**config.mk**
```make
export PLATFORM = sky130hd
export DESIGN_NAME = ex_operand_stage
export DESIGN_NICKNAME = d
export VERILOG_FILES = /design/src/rtl/ex_pkg.sv /design/src/rtl/ex_operand_stage_imm_extend.sv /design/src/rtl/ex_operand_stage.sv
export SDC_FILE = /design/constraint.sdc
export NUM_CORES = 1
export LEC_CHECK = 0
export BUFFER_PORTS_ARGS = -buffer_cell sky130_fd_sc_hd__buf_4
export CAP_MARGIN = 10
export CORE_ASPECT_RATIO = 0.7
export CORE_MARGIN = 1.5
export CORE_UTILIZATION = 42
export CTS_BUF_LIST = sky130_fd_sc_hd__clkbuf_8 sky130_fd_sc_hd__clkbuf_16
export CTS_CLUSTER_DIAMETER = 50
export DETAILED_ROUTE_END_ITERATION = 10
export PLACE_DENSITY_LB_ADDON = 0.05
export SYNTH_ARGS = -nofsm -noshare
export SYNTH_HDL_FRONTEND = slang
export SYNTH_SLANG_ARGS = --single-unit
```
**constraint.sdc**
```tcl
create_clock -name clk -period 1.4 [get_ports clk]
set_clock_uncertainty 0.15 [all_clocks]
set_input_delay 0.14 -clock clk [delete_from_list [all_inputs] [get_ports clk]]
set_output_delay 0.14 -clock clk [all_outputs]
set_load 0.03 [all_outputs]
```
**src/rtl/ex_pkg.sv**
```systemverilog
// Shared encodings for the EX-stage operand path: operand-B source and forwarding source codes.
package ex_pkg;

    localparam logic [1:0] ALU_SRC_RT    = 2'd0;
    localparam logic [1:0] ALU_SRC_SEXT  = 2'd1;
    localparam logic [1:0] ALU_SRC_ZEXT  = 2'd2;
    localparam logic [1:0] ALU_SRC_UPPER = 2'd3;

    localparam logic [1:0] FWD_REG = 2'd0;
    localparam logic [1:0] FWD_MEM = 2'd1;
    localparam logic [1:0] FWD_WB  = 2'd2;

endpackage

```
**src/rtl/ex_operand_stage_imm_extend.sv**
```systemverilog
// Combinational immediate extender: sign, zero or upper placement of an IMM_W field into DATA_W bits.
module imm_extend
    import ex_pkg::*;
#(
    parameter int unsigned DATA_W = 32,
    parameter int unsigned IMM_W  = 16
) (
    input  logic [IMM_W-1:0]  imm,
    input  logic [1:0]        mode,
    output logic [DATA_W-1:0] ext
);

    localparam int unsigned PAD_W = DATA_W - IMM_W;

    logic [DATA_W-1:0] sext;
    logic [DATA_W-1:0] zext;
    logic [DATA_W-1:0] upper;

    // A full-width immediate has nothing to pad, so every mode passes it through.
    generate
        if (PAD_W == 0) begin : g_full
            assign sext  = imm;
            assign zext  = imm;
            assign upper = imm;
        end else begin : g_pad
            assign sext  = {{PAD_W{imm[IMM_W-1]}}, imm};
            assign zext  = {{PAD_W{1'b0}}, imm};
            assign upper = {imm, {PAD_W{1'b0}}};
        end
    endgenerate

    always_comb begin
        ext = sext;
        case (mode)
            ALU_SRC_ZEXT:  ext = zext;
            ALU_SRC_UPPER: ext = upper;
            default:       ext = sext;
        endcase
    end

endmodule

```
**src/rtl/ex_operand_stage.sv**
```systemverilog
// EX-stage operand selection: forwarding for both operands, immediate select for B, registered
// into the EX/MEM boundary with stall (hold) and flush (bubble) control.
module ex_operand_stage
    import ex_pkg::*;
#(
    parameter int unsigned DATA_W = 32,
    parameter int unsigned IMM_W  = 16
) (
    input  logic              clk,
    input  logic              reset,
    input  logic              in_valid,
    input  logic              stall,
    input  logic              flush,
    input  logic [1:0]        alu_src,
    input  logic [1:0]        fwd_a,
    input  logic [1:0]        fwd_b,
    input  logic [DATA_W-1:0] data_rs,
    input  logic [DATA_W-1:0] data_rt,
    input  logic [IMM_W-1:0]  imm,
    input  logic [DATA_W-1:0] fwd_mem,
    input  logic [DATA_W-1:0] fwd_wb,
    output logic              out_valid,
    output logic [DATA_W-1:0] op_a,
    output logic [DATA_W-1:0] op_b,
    output logic [DATA_W-1:0] store_data
);

    logic [DATA_W-1:0] a_next;
    logic [DATA_W-1:0] rt_fwd;
    logic [DATA_W-1:0] imm_ext;
    logic [DATA_W-1:0] b_next;

    // Forwarding muxes; the reserved code falls back to the register file.
    always_comb begin
        a_next = data_rs;
        case (fwd_a)
            FWD_MEM: a_next = fwd_mem;
            FWD_WB:  a_next = fwd_wb;
            default: a_next = data_rs;
        endcase
    end

    always_comb begin
        rt_fwd = data_rt;
        case (fwd_b)
            FWD_MEM: rt_fwd = fwd_mem;
            FWD_WB:  rt_fwd = fwd_wb;
            default: rt_fwd = data_rt;
        endcase
    end

    imm_extend #(
        .DATA_W (DATA_W),
        .IMM_W  (IMM_W)
    ) u_imm_extend (
        .imm  (imm),
        .mode (alu_src),
        .ext  (imm_ext)
    );

    assign b_next = (alu_src == ALU_SRC_RT) ? rt_fwd : imm_ext;

    // EX/MEM boundary register: reset, then flush, then stall, then load.
    always_ff @(posedge clk) begin
        if (reset || flush) begin
            out_valid  <= 1'b0;
            op_a       <= '0;
            op_b       <= '0;
            store_data <= '0;
        end else if (!stall) begin
            out_valid  <= in_valid;
            op_a       <= a_next;
            op_b       <= b_next;
            store_data <= rt_fwd;
        end
    end

endmodule
```
; After elaboration in Yosys (flattened, before gate mapping)
; Index checks and enable logic that the tools add are counted.
[totals]
out_inout_bits = 97
register_bits = 97
inputBits = 155
wordCells = 16
[op_classes]
eq_ne = 6
reduce_logical = 2
n_mux = 4
[ops]
columns = operator, count
row1 = $pmux 32 s2, 3
row2 = $mux 32, 1
row3 = $eq 2x2->1 const B, 4
row4 = $eq 2x1->1 const B, 2
row5 = $logic_not 2->1, 1
row6 = $logic_or 1x1->1, 1

; Longest topological paths before layout
; Gate-level depths: netlist of the first run.
[logic_depth]
word_depth = 3
ltp_mapped = 7
mapped_depth_nobuf = 5

; Cells and area by module
; A second synthesis of the first run with hierarchy kept.
[unflattened]
cells_unflattened = 663
area_unflattened_um2 = 5865.6
[modules_own_cells]
columns = mod, area_per_inst_um2, seq_area_each_um2, cells_each, n_inst
row1 = ex_operand_stage, 5575.3, 1941.9, 623, 1
row2 = imm_extend, 290.3, 0.0, 40, 1

; Least setup slack after synthesis of the first run
; OpenSTA, ideal clock, no wires.
[synth_path]
path_type = input port to flip-flop
start = input port fwd_b[0]
end = register op_b[1]
setup_ns = 0.120
arrival_time_ns = 1.255
stages = 7
required_ns = 1.130
path_buffers = 2
setup_slack_ns = -0.125
cell_sequence = inv_1 > ha_1 > buf_4 > buf_6 > a221oi_1 > nor4_1 > o31a_1
[synth_via]
elab_chain_len = 3
elab_cells_between_ends = 4
classes_between = 2 x eq/ne / 2 x mux
[synth_lines]
columns = item, line
row1 = "start, declared", ex_operand_stage.sv:16  ; input logic [1:0] fwd_b,
row2 = $eq 2x2->1 / $eq 2x1->1 (equally long branches), ex_operand_stage.sv:45  ; case (fwd_b)
row3 = $pmux 32 s2 (*), ex_operand_stage.sv:45
row4 = $mux 32 (*), ex_operand_stage.sv:61  ; assign b_next = (alu_src == ALU_SRC_RT) ? rt_fwd : imm_ext;
row5 = "end signal, assigned", ex_operand_stage.sv:73  ; op_b <= b_next;
row6 = "end, declared", ex_operand_stage.sv:24  ; output logic [DATA_W-1:0] op_b,
; Every way passes the cells marked *; elsewhere a longest branch is shown, timed or not.
; A chain may end at the register's enable or synchronous reset.

; Worst setup path after layout of the first run
[layout_path]
start = input port imm[6]
end = register op_b[22]
[layout_via]
elab_chain_len = 2
[layout_lines]
columns = item, line
row1 = "start, declared", ex_operand_stage.sv:19  ; input logic [IMM_W-1:0] imm,
row2 = $pmux 32 s2, ex_operand_stage_imm_extend.sv:34  ; case (mode)
row3 = $mux 32, ex_operand_stage.sv:61
; No other way between the ends.

==> metrics.md, run 1 <==
| Metric | Value |
|---|---|
| Met2 Routed Length | around 9 mm |
| TritonRoute pass-1 iters | 5 |
| First-pass GRT wire length | between 20 and 30 mm |
| Cell area power density | between 900 and 1000 nW/um^2 |
| Synth Net Count | 790 |
| Yosys cell types | 29 |
| Placed Area | 7400 sq um |
| RePlAce Congestion | between 0.9 and 1 |
| NumNets Final | 1042 |
| CTS tree | done |
| Hold Path Class | in2reg |
| Part of the cycle the worst path needs | between 90% and 100% |
| Chip Height | between 90 and 100 microns |
| Worst-path clk slew | 0.07 ns |
| Deepest clock path buffer count | 2 |
| Max_cap viols | 0 |
| Pin count of the biggest net entering global routing | 39 |
| Hold Path Stages | 3 |
| Finished layout cell area | 7830 sq um |
| Iter 0 DRT Violations | between 500 and 600 |
| Worst Path Arrival | 1.41 ns |
| Ys async rst share | 0% |
| CTS root buffer | clkbuf_16 |
| DP HPWL | 15.0 mm |
| Routed wire per std cell | around 19 microns |
| EDFF count, synth | 0 |
| Gr usage total | between 20% and 30% |
| Sequential element share of the synthesized area | 37.6% |
| Synth Register Bits | 97 |
| Top sig layer | met4 |
| Max Clock Freq | 753 MHz |
| Min Tclk post-route | 1.33 ns |
| Status | finished clean |
| Initial core utilization | 43.6% |
| Yosys warns | 0 |
| Worst reg2reg path depth | 3 |
| CP required | 1.48 ns |
| Core Rows | 33 |
| Static Leak | 0.00332 uW |
| Final Core Density | about 66% |
| Total number of vias | about 6000 |
| Initial antenna violation count | 0 |
| CTS Sinks | slightly below 100 |
| Routed WL | around 20 mm |
| Die ar. | roughly 13000 sq um |
| Io pins | 252 |
| CP max FO | 2 |
| DIE WIDTH | ~140 microns |
| Met3 wire length | 1.89 mm |
| Core area | 11900 sq um |
| Vias per std cell | 5.72 |
| Delay of the slowest critical-path stage | between 0.5 and 0.6 ns |
| Power Total | about 7400 uW |
| Setup crit end kind | flop |
| Mapped Cells | 631 |
| Worst slew margin | about half |
| Cell Area, Synth | 5170 sq um |
| Final Hold Slack | roughly 0.010 ns |
| Setup crit start kind | input port |
| Global route overflow | 0 |
| Crit-path cells | dlygate4sd3_1 > buf_4 > mux2_2 > a22oi_1 > a21oi_1 |
| Syn Area/Cell | 8.19 sq um |
| Vias in the first global route | 5463 |
| Reg-to-reg endpoint | op_b[1]$_SDFFE_PP0N_ |
| Worst path slowest cell | dlygate4sd3_1 |
| Slew @ Worst Pin | 0.771 ns |
| Endpoints failing setup | 0 |
| HP Start | imm[2] |
| CTS H-tree depth | 3 |
| DR DRC count | 0 |
| Delay-heaviest family, CP | buffers and inverters |
| R2r startpoint | op_b[1]$_SDFFE_PP0N_ |
| Met1 WL | 8.73 mm |
| Port Buffers | roughly 250 |
| Peak supply drop | 605 uV |
| Num CTS Buffers | 9 |
| FILL cells | 1008 |
| Share of layout cells above drive strength 1 | 37.7% |
| Buffers plus inverters on the worst setup path | 2 |
| CP Class | in2reg |
| Top_reg_cell synth | dfxtp_1 |
| Final hold viol count | 0 |
| Clock Latency Late Sink | 0.35 ns |
| RSZ-0062 raised after global routing | false |
| Antenna cell count | 0 |
| Hold Path Sink | op_b[2]$_SDFFE_PP0N_ |
| Max Slew Vio Count | 0 |
| Remaining antenna violation count | 0 |
| Reg2reg setup slack | about 0.51 ns |
| Area grow syn2layout | 51.5% |
==> layer usage <==
| metal | track usage (%) | vias up |
|---|---|---|
| met1 | 41.4 | 2813 |
| met3 | 7.58 | 27 |
| li1 | - | 2819 |
| met5 | 0 | - |
| met4 | 5.91 | 0 |
| met2 | 47.5 | 321 |
==> cell usage after synthesis (6+ instances only) <==
| cell | count | area [sq um] |
|---|---|---|
| buf_6 | 6 | 67.6 |
| nor2b_1 | 7 | 43.8 |
| dfxtp_1 | 97 | 1940 |
| a21oi_1 | 84 | 420 |
| a22oi_1 | 16 | 120 |
| buf_4 | 7 | 52.6 |
| a221o_1 | 60 | 601 |
| buf_2 | 19 | 95.1 |
| nand2b_1 | 60 | 375 |
| mux2_2 | 15 | 169 |
| inv_1 | 8 | 30.0 |
| clkbuf_1 | 31 | 116 |
| nand2_1 | 76 | 285 |
| nand3_1 | 100 | 500 |
| a31oi_1 | 12 | 75.1 |
==> worst register-to-register path, stage by stage (launching register included) <==
cell and delay, ns:
dfxtp_1 0.37, inv_1 0.05, a21oi_1 0.13, o31a_1 0.14
==> what timing repair did <==
action	4_1_cts	5_1_grt
hold buffers	14	0
buffers inserted	0	0
hold endpoints to repair	14	0
setup endpoints to repair	14	0
gates resized for setup	1	0
==> cell families (layout without fill, tap and decap cells) <==
logic type | count (synthesis) | in the layout | share of synthesized area, %
flops | 97 | 97 | 37.6
mux | 16 | 16 | 3.46
buf+inv | 75 | 332 | 7.29
xor+xnor | 1 | 1 | 0.170
simple gates | 254 | 254 | 24.8
compound gates | 184 | 184 | 25.7
fa+ha+maj | 4 | 4 | 0.969
==> placed cells by master, fill, tap and decap left out, types with 2 or more instances in the layout <==
cell type,netlist,routed
clkinvlp_4,0,2
a221o_1,60,60
nand2_1,76,76
clkinv_4,0,2
mux2_2,15,15
nor2b_1,7,6
buf_4,7,281
buf_12,0,12
inv_1,8,7
nor4_1,4,4
a21oi_1,84,84
ha_1,4,2
o31a_1,4,4
inv_6,0,2
dlygate4sd3_1,0,14
clkbuf_16,0,9
nand2b_1,60,60
a22oi_1,16,16
dfxtp_1,97,97
o21a_1,4,4
a221oi_2,2,4
nand3_1,100,100
or3_1,4,4
inv_2,1,2
a31oi_1,12,12
==> layout make-up <==
| class | instances | area (sq um) | area share [%] |
|---|---|---|---|
| clock buffer | 9 | 225 | 2.88 |
| clock inverter | 7 | 61.3 | 0.783 |
| inverter | 9 | 33.8 | 0.432 |
| multi-input combinational | 459 | 2880 | 36.8 |
| sequential | 97 | 1940 | 24.8 |
| tap | 157 | 196 | 2.51 |
| timing repair buffer | 307 | 2490 | 31.8 |
==> report_power, final <==
group          switching (uW)  leakage [uW]  internal (uW)  total (uW)
Combinational            1100       0.00240            995        2100
Sequential               63.3      0.000789           2870        2930
Clock                    1180      0.000135           1240        2420
Total                    2350       0.00332           5100        7450
==> state kept, by name, summed over array words and instances (netlist names) <==
name,flops
op_b,32
out_valid,1
op_a,32
store_data,32
==> through the flow <==
step | setup slack, ns | TNS, ns | std cells
6_report | 0.0725 | 0 | 1045
5_1_grt | 0.0235 | 0 | 1045
4_1_cts | 0.0861 | 0 | 1045
3_5_place_dp | -0.415 | -13.41 | 1015
3_3_place_gp | -0.361 | -11.72 | 1015
2_1_floorplan | 0.000764 | 0 | 631
==> worst max path at each step <==
stage	from	end	slack (ns)	cells after the start
after floorplan	fwd_a[0]	op_a[30]$_SDFFE_PP0N_	0.0008	7
after global placement	stall	op_b[21]$_SDFFE_PP0N_	-0.36	4
after detailed placement	stall	op_b[22]$_SDFFE_PP0N_	-0.41	4
after CTS	imm[6]	op_b[22]$_SDFFE_PP0N_	0.09	5
after global routing	imm[6]	op_b[22]$_SDFFE_PP0N_	0.02	5
final	imm[6]	op_b[22]$_SDFFE_PP0N_	0.07	5
Note: power is estimated with default switching activity, not from simulation.
==> inputs of run 2 (changes only) <==
CORE_UTILIZATION = 45   (was 42)
clock period = 1.5 ns   (was 1.4 ns; I/O delays follow)
==> run 2 against run 1 <==
  * Clock power barely moved
  * Final cell count fell by 1.3%
  * Core utilization rose by 3.5 points
  * Wire length fell by 1.4%
  * Critical path type unchanged
  * Largest power group unchanged
  * Highest routed layer unchanged
==> metrics.md, run 2 (synthesis results as in run 1) <==
| Metric | Value |
|---|---|
| Status | finished clean |
| Remaining antenna violation count | 0 (unchanged) |
| CTS root buffer | clkbuf_16 |
| Routed wire per std cell | 19.0 microns (about the same) |
| Vias in the first global route | 5445 (-0.33%) |
| Met1 WL | 8.52 mm (-2.3%) |
| Slew @ Worst Pin | 0.813 ns (+0.0420 ns) |
| CTS tree | done |
| TritonRoute pass-1 iters | 5 (unchanged) |
| Vias per std cell | 5.86 (+2.4%) |
| Met2 Routed Length | 8.85 mm (-1.6%) |
| Critical Path Source | fwd_b[0] |
| First-pass GRT wire length | 29.2 mm (-2.2%) |
| Post-CTS setup buffer count | 0 (unchanged) |
| RePlAce Congestion | 0.910 (-0.84%) |
| Reg2reg setup slack | 0.60 ns (+0.09 ns) |
| Worst-path clk slew | 0.07 ns (about the same) |
| NumNets Final | 1032 (-0.96%) |
| Final hold viol count | 0 (unchanged) |
| Iter 0 DRT Violations | 558 (+2.8%) |
| CTS Sinks | 97 (unchanged) |
| Min Tclk post-route | about 1.5 ns |
| Share of layout cells above drive strength 1 | 36.7% (-1.1 points) |
| Gr usage total | 31.3% (+1.3 points) |
| DP HPWL | 14.6 mm (-3.3%) |
| R2r startpoint | op_b[1]$_SDFFE_PP0N_ |
| Area grow syn2layout | 49.4% |
| Setup crit end kind | flop |
| Delay-heaviest family, CP | compound AO/OA/AOI/OAI gates |
| Initial antenna violation count | 0 (unchanged) |
| Core area | 11100 sq um (-6.4%) |
| Core Rows | 32 (-3.0%) |
| Most frequent cells in the layout | 274 x buf_4, 100 x nand3_1, 97 x dfxtp_1 |
| DR DRC count | 0 (unchanged) |
| Static Leak | 0.00327 uW (-1.5%) |
| RSZ-0062 raised after global routing | false |
| Clock Latency Late Sink | 0.34 ns (about the same) |
| CTS H-tree depth | 3 (unchanged) |
| Area of the multi-input gates | 2860 sq um (-0.78%) |
| Global route overflow | 0 (unchanged) |
| DIE WIDTH | 131 microns (-3.3%) |
| Worst slew margin | 45.5% (-2.8 points) |
| Final Hold Slack | 0.00549 ns (-0.00491 ns) |
| Total number of vias | 6041 (+1.0%) |
| Delay of the slowest critical-path stage | 0.51 ns (-0.04 ns) |
| Initial core utilization | 46.6% (+3.0 points) |
| Sequential cell area | 1940 sq um (unchanged) |
| Pin count of the biggest net entering global routing | 56 (+44%) |
| Routed WL | 19.6 mm (-1.4%) |
| CP required | 1.59 ns (+0.11 ns) |
| Cell area power density | 912 nW/um^2 (-4.1%) |
| Deepest clock path buffer count | 2 (unchanged) |
| Crit-path cells | buf_4 > inv_1 > ha_2 > a221oi_1 > nor4_1 > o31a_1 |
| Worst Path Arrival | 1.56 ns (+0.15 ns) |
| Num CTS Buffers | 9 (unchanged) |
| Met3 wire length | 1.88 mm (-0.58%) |
| Max_cap viols | 0 (unchanged) |
| Buffers plus inverters on the worst setup path | 2 (unchanged) |
| Hold Path Class | in2reg |
| Placed Area | 7280 sq um (-1.6%) |
| CP Class | in2reg |
| Setup crit start kind | input port |
| Final WS setup | 0.0233 ns (-0.0491 ns) |
| Max Slew Vio Count | 0 (unchanged) |
| FILL cells | 939 (-6.8%) |
| HP Start | imm[2] |
| Endpoints failing setup | 0 (unchanged) |
| Max Clock Freq | 677 MHz |
| Part of the cycle the worst path needs | 98.4% |
| CP max FO | 10 (+8) |
| Chip Height | 92.6 microns (-3.3%) |
| Worst path slowest cell | a221oi_1 |
| Io pins | 252 (unchanged) |
| Top sig layer | met4 |
| Finished layout cell area | 7720 sq um (-1.4%) |
| Port Buffers | 251 (unchanged) |
| Die ar. | 12100 sq um (-6.5%) |
| Most common cell after layout, fill and taps aside | buf_4 |
| Peak supply drop | 638 uV (+5.5%) |
| Place WS | -0.364 ns (+0.0506 ns) |
| Largest regs | op_a (32), op_b (32), store_data (32) |
| Antenna cell count | 0 (unchanged) |
run 2: cell type report:
| type | instances | share of cell area, % |
|---|---|---|
| clock buffers | 10 | 3.10 |
| well taps | 153 | 2.48 |
| clock inverters | 6 | 0.859 |
| flip-flops and latches | 97 | 25.2 |
| multi-input cells | 459 | 37.0 |
| repair buffers | 297 | 30.9 |
| inverters | 9 | 0.438 |
run 2: path summary, 6_finish.rpt:
path,cells after the start,end
setup / recovery,6,op_b[0]$_SDFFE_PP0N_
hold / removal,3,op_b[2]$_SDFFE_PP0N_
setup reg to reg,3,op_b[1]$_SDFFE_PP0N_
hold reg to reg,2,op_a[25]$_SDFFE_PP0N_
run 2: what timing repair did:
item                                    4_1_cts  5_1_grt
endpoints found under the setup margin        1        0
hold buffers                                 12        1
endpoints found under the hold margin        12        1
gates resized for setup                       1        0
run 2: tightest hold or removal path: stages:
cell and delay, ns:
buf_4 0.08, o21a_1 0.11, o31a_1 0.12
run 2: where the power goes:
part	switching [uW]	total [uW]	internal [uW]
Sequential	61.0	2740	2680
Combinational	1020	1910	895
Clock	1050	2390	1340
run 2: metal layers:
layer | GRT usage [%] | vias to the layer above
li1 | - | 2798
met1 | 44.5 | 2853
met2 | 48.3 | 359
met3 | 6.53 | 31
met4 | 7.51 | 0
met5 | 0 | -
run 2: through the flow:
step	TNS [ns]	power (uW)	utilization (%)	cells
floorplan	-0.0700	3810	-	631
global placement	-14.37	4620	65.6	1002
detailed placement	-17.85	4650	65.6	1002
CTS	0	7020	69.5	1030
global route	0	7290	69.6	1031
finish	0	7040	69.6	1031
==> inputs of run 3 (changes only) <==
REMOVE_ABC_BUFFERS = 1   (was default)
SYNTH_HIERARCHICAL = 1   (was default)
==> run 3 against run 2 <==
  * The flow now finishes with violations (design-rule violations)
  * Global-route usage down 3.8 points
  * Final area rose by 6.8%
  * Critical path depth increased by 1
  * Die area rose by 13%
  * Sequential power about the same
  * Critical path type unchanged
  * Power grew 4.1%
==> metrics.md, run 3 <==
| Metric | Value |
|---|---|
| Place WS | -0.110 ns (+0.254 ns) |
| Initial core utilization | 46.7% (+0.16 points) |
| Pin count of the biggest net entering global routing | 61 (+8.9%) |
| Top cell type's share of synthesized area | 33.1% (-4.5 points) |
| Die ar. | 13700 sq um (+13%) |
| Num CTS Buffers | 9 (unchanged) |
| Crit-path cells | buf_4 > inv_1 > ha_2 > buf_12 > a221o_2 > nand3_1 > a21oi_1 |
| Peak supply drop | 568 uV (-11%) |
| Worst slew margin | 62.6% (+17 points) |
| Hold Path Sink | op_a[21]$_SDFFE_PP0N_ |
| Syn Area/Cell | 8.85 sq um (+8.1%) |
| Port Buffers | 251 (unchanged) |
| TritonRoute pass-1 iters | 11 (+6) |
| Reg-to-reg endpoint | op_b[3]$_SDFFE_PP0N_ |
| Ys async rst share | 0% (unchanged) |
| Routed wire per std cell | 18.2 microns (-4.4%) |
| Top_reg_cell synth | dfxtp_1 |
| Yosys warns | 6 (+6) |
| DIE WIDTH | 139 microns (+6.4%) |
| NumNets Final | 1050 (+1.7%) |
| Yosys cell types | 31 (+6.9%) |
| Core Rows | 34 (+6.3%) |
| Sequential element share of the synthesized area | 33.1% (-4.5 points) |
| CTS H-tree depth | 3 (unchanged) |
| Largest regs | op_a (32), op_b (32), store_data (32) |
| Iter 0 DRT Violations | 360 (-35%) |
| Mapped Cells | 663 (+5.1%) |
| CTS root buffer | clkbuf_16 |
| Largest cells by area after synthesis | dfxtp_1 33%, a21oi_2 9.0%, nand3_1 8.1% |
| Failing checks | design-rule violations |
| Worst Path Arrival | 1.31 ns (-0.25 ns) |
| CP required | 1.55 ns (-0.04 ns) |
| Power Total | 7330 uW (+4.1%) |
| Total number of vias | 5983 (-0.96%) |
| Most frequent cells in the layout | 271 x buf_4, 97 x dfxtp_1, 95 x nand3_1 |
| HP Start | data_rs[21] |
| CP Class | in2reg |
| CP max FO | 34 (+24) |
| Static Leak | 0.00347 uW (+6.1%) |
| Hold Path Stages | 4 (+1) |
| Core area | 12500 sq um (+13%) |
| Vias per std cell | 5.66 (-3.5%) |
| Placed insts | 1041 (+3.9%) |
| EDFF count, synth | 0 (unchanged) |
| DP HPWL | 14.0 mm (-4.1%) |
| Chip Height | 98.5 microns (+6.3%) |
| Most common cell after layout, fill and taps aside | buf_4 |
| Synth Register Bits | 97 (unchanged) |
| Synth area leader | dfxtp_1 |
| Slew @ Worst Pin | 0.561 ns (-0.252 ns) |
| RSZ-0062 raised after global routing | false |
| RePlAce Congestion | 0.825 (-9.4%) |
| Min Tclk post-route | 1.26 ns (-0.216 ns) |
| DR DRC count | 15 (+15) |
| Worst path slowest cell | a221o_2 |
| Antenna cell count | 0 (unchanged) |
| TNS Setup | 0 ns (unchanged) |
| R2r startpoint | op_b[3]$_SDFFE_PP0N_ |
| Initial antenna violation count | 0 (unchanged) |
| Post-CTS setup buffer count | 0 (unchanged) |
| Delay of the slowest critical-path stage | 0.33 ns (-0.18 ns) |
| Max Slew Vio Count | 0 (unchanged) |
| CTS Sinks | 97 (unchanged) |
| Count leader, synth | dfxtp_1 |
| Setup crit end kind | flop |
| Share of layout cells above drive strength 1 | 48.5% (+12 points) |
| Reg2reg setup slack | 0.60 ns (about the same) |
| Remaining antenna violation count | 0 (unchanged) |
| Final WS setup | 0.240 ns (+0.216 ns) |
| Endpoints failing setup | 0 (unchanged) |
| Top cells by count, synth | 97 x dfxtp_1, 95 x nand3_1, 65 x nand2_1 |
| Max Clock Freq | 793 MHz (+17%) |
| Io pins | 252 (unchanged) |
| Deepest clock path buffer count | 2 (unchanged) |
| Area grow syn2layout | 40.6% |
| Gr usage total | 27.5% (-3.8 points) |
| Worst reg2reg path depth | 2 (-1) |
| Status | finished, violations left |
| Part of the cycle the worst path needs | 84.0% (-14 points) |
| Cell area power density | 889 nW/um^2 (-2.6%) |
| Routed WL | 19.2 mm (-1.9%) |
| Final hold viol count | 0 (unchanged) |
| CTS tree | done |
| Global route overflow | 0 (unchanged) |
| Cell Area, Synth | 5870 sq um (+14%) |
| Clock Latency Late Sink | 0.34 ns (about the same) |
| Setup crit start kind | input port |
| Vias in the first global route | 5901 (+8.4%) |
| First-pass GRT wire length | 30.4 mm (+4.2%) |
| Hold Path Class | in2reg |
| Non-filler cells, final | 1058 (+2.6%) |
| Worst-path clk slew | 0.07 ns (about the same) |
| Max_cap viols | 0 (unchanged) |
[run 3: timing repair]
| item | 4_1_cts | 5_1_grt |
|---|---|---|
| hold buffers | 1 | 0 |
| hold endpoints to repair | 1 | 0 |
| setup endpoints to repair | 0 | 0 |
| resized for setup | 0 | 0 |
[run 3: layer usage]
metal | global-route usage, % | wire length, microns | vias up
met5 | 0 | 0 | -
met3 | 8.26 | 1680 | 26
met1 | 33.6 | 8000 | 2856
met2 | 47.3 | 9250 | 247
li1 | - | - | 2854
met4 | 7.53 | 283 | 0
[run 3: final cells by class]
class,count,area [sq um]
Clock buffer,10,239
Sequential cell,97,1940
Inverter,38,143
Fill cell,1044,4300
Multi-Input combinational cell,460,3330
Timing Repair Buffer,285,2300
Clock inverter,6,83.8
Tap cell,162,203
[run 3: how the worst max path moves through the flow]
stage / from / endpoint / slack (ns)
finish: fwd_b[0] / store_data[2]$_SDFFE_PP0N_ / 0.24
global route: fwd_b[0] / op_b[13]$_SDFFE_PP0N_ / 0.17
CTS: fwd_b[0] / op_b[17]$_SDFFE_PP0N_ / 0.26
detailed placement: fwd_b[0] / op_b[8]$_SDFFE_PP0N_ / -0.11
global placement: fwd_b[0] / op_b[31]$_SDFFE_PP0N_ / -0.08
floorplan: reset / op_b[31]$_SDFFE_PP0N_ / -1.58
[run 3: power by group]
group / total (uW) / internal [uW] / switching, uW
combinational: 2060 / 955 / 1110
clock: 2520 / 1500 / 1020
sequential: 2750 / 2680 / 60.5
total: 7330 / 5140 / 2190
[run 3: critical path: cells and delay by family]
kind | cells | cell delay [ns]
compound gates | 2 | 0.40
fa+ha+maj | 1 | 0.30
buf+inv | 3 | 0.34
simple gates | 1 | 0.10
[run 3: kinds of logic (layout without fill, tap and decap cells)]
| kind of cell | count (synthesis) | count (layout) | share of synthesized area (%) |
|---|---|---|---|
| compound gates | 208 | 208 | 33.9 |
| mux | 1 | 1 | 0.171 |
| buf+inv | 106 | 339 | 10.2 |
| flops | 97 | 97 | 33.1 |
| fa+ha+maj | 4 | 4 | 0.853 |
| simple gates | 247 | 247 | 21.8 |
[run 3: per-stage QoR]
stage                     utilization, %  area, sq um  hold WS (ns)
final                               65.7         8250        0.0306
after global routing                65.7         8250        0.0410
after CTS                           65.7         8250        0.0210
after detailed placement            63.1         7910         0.243
after global placement              63.1         7910         0.233
after floorplan                        -         5410        0.0882
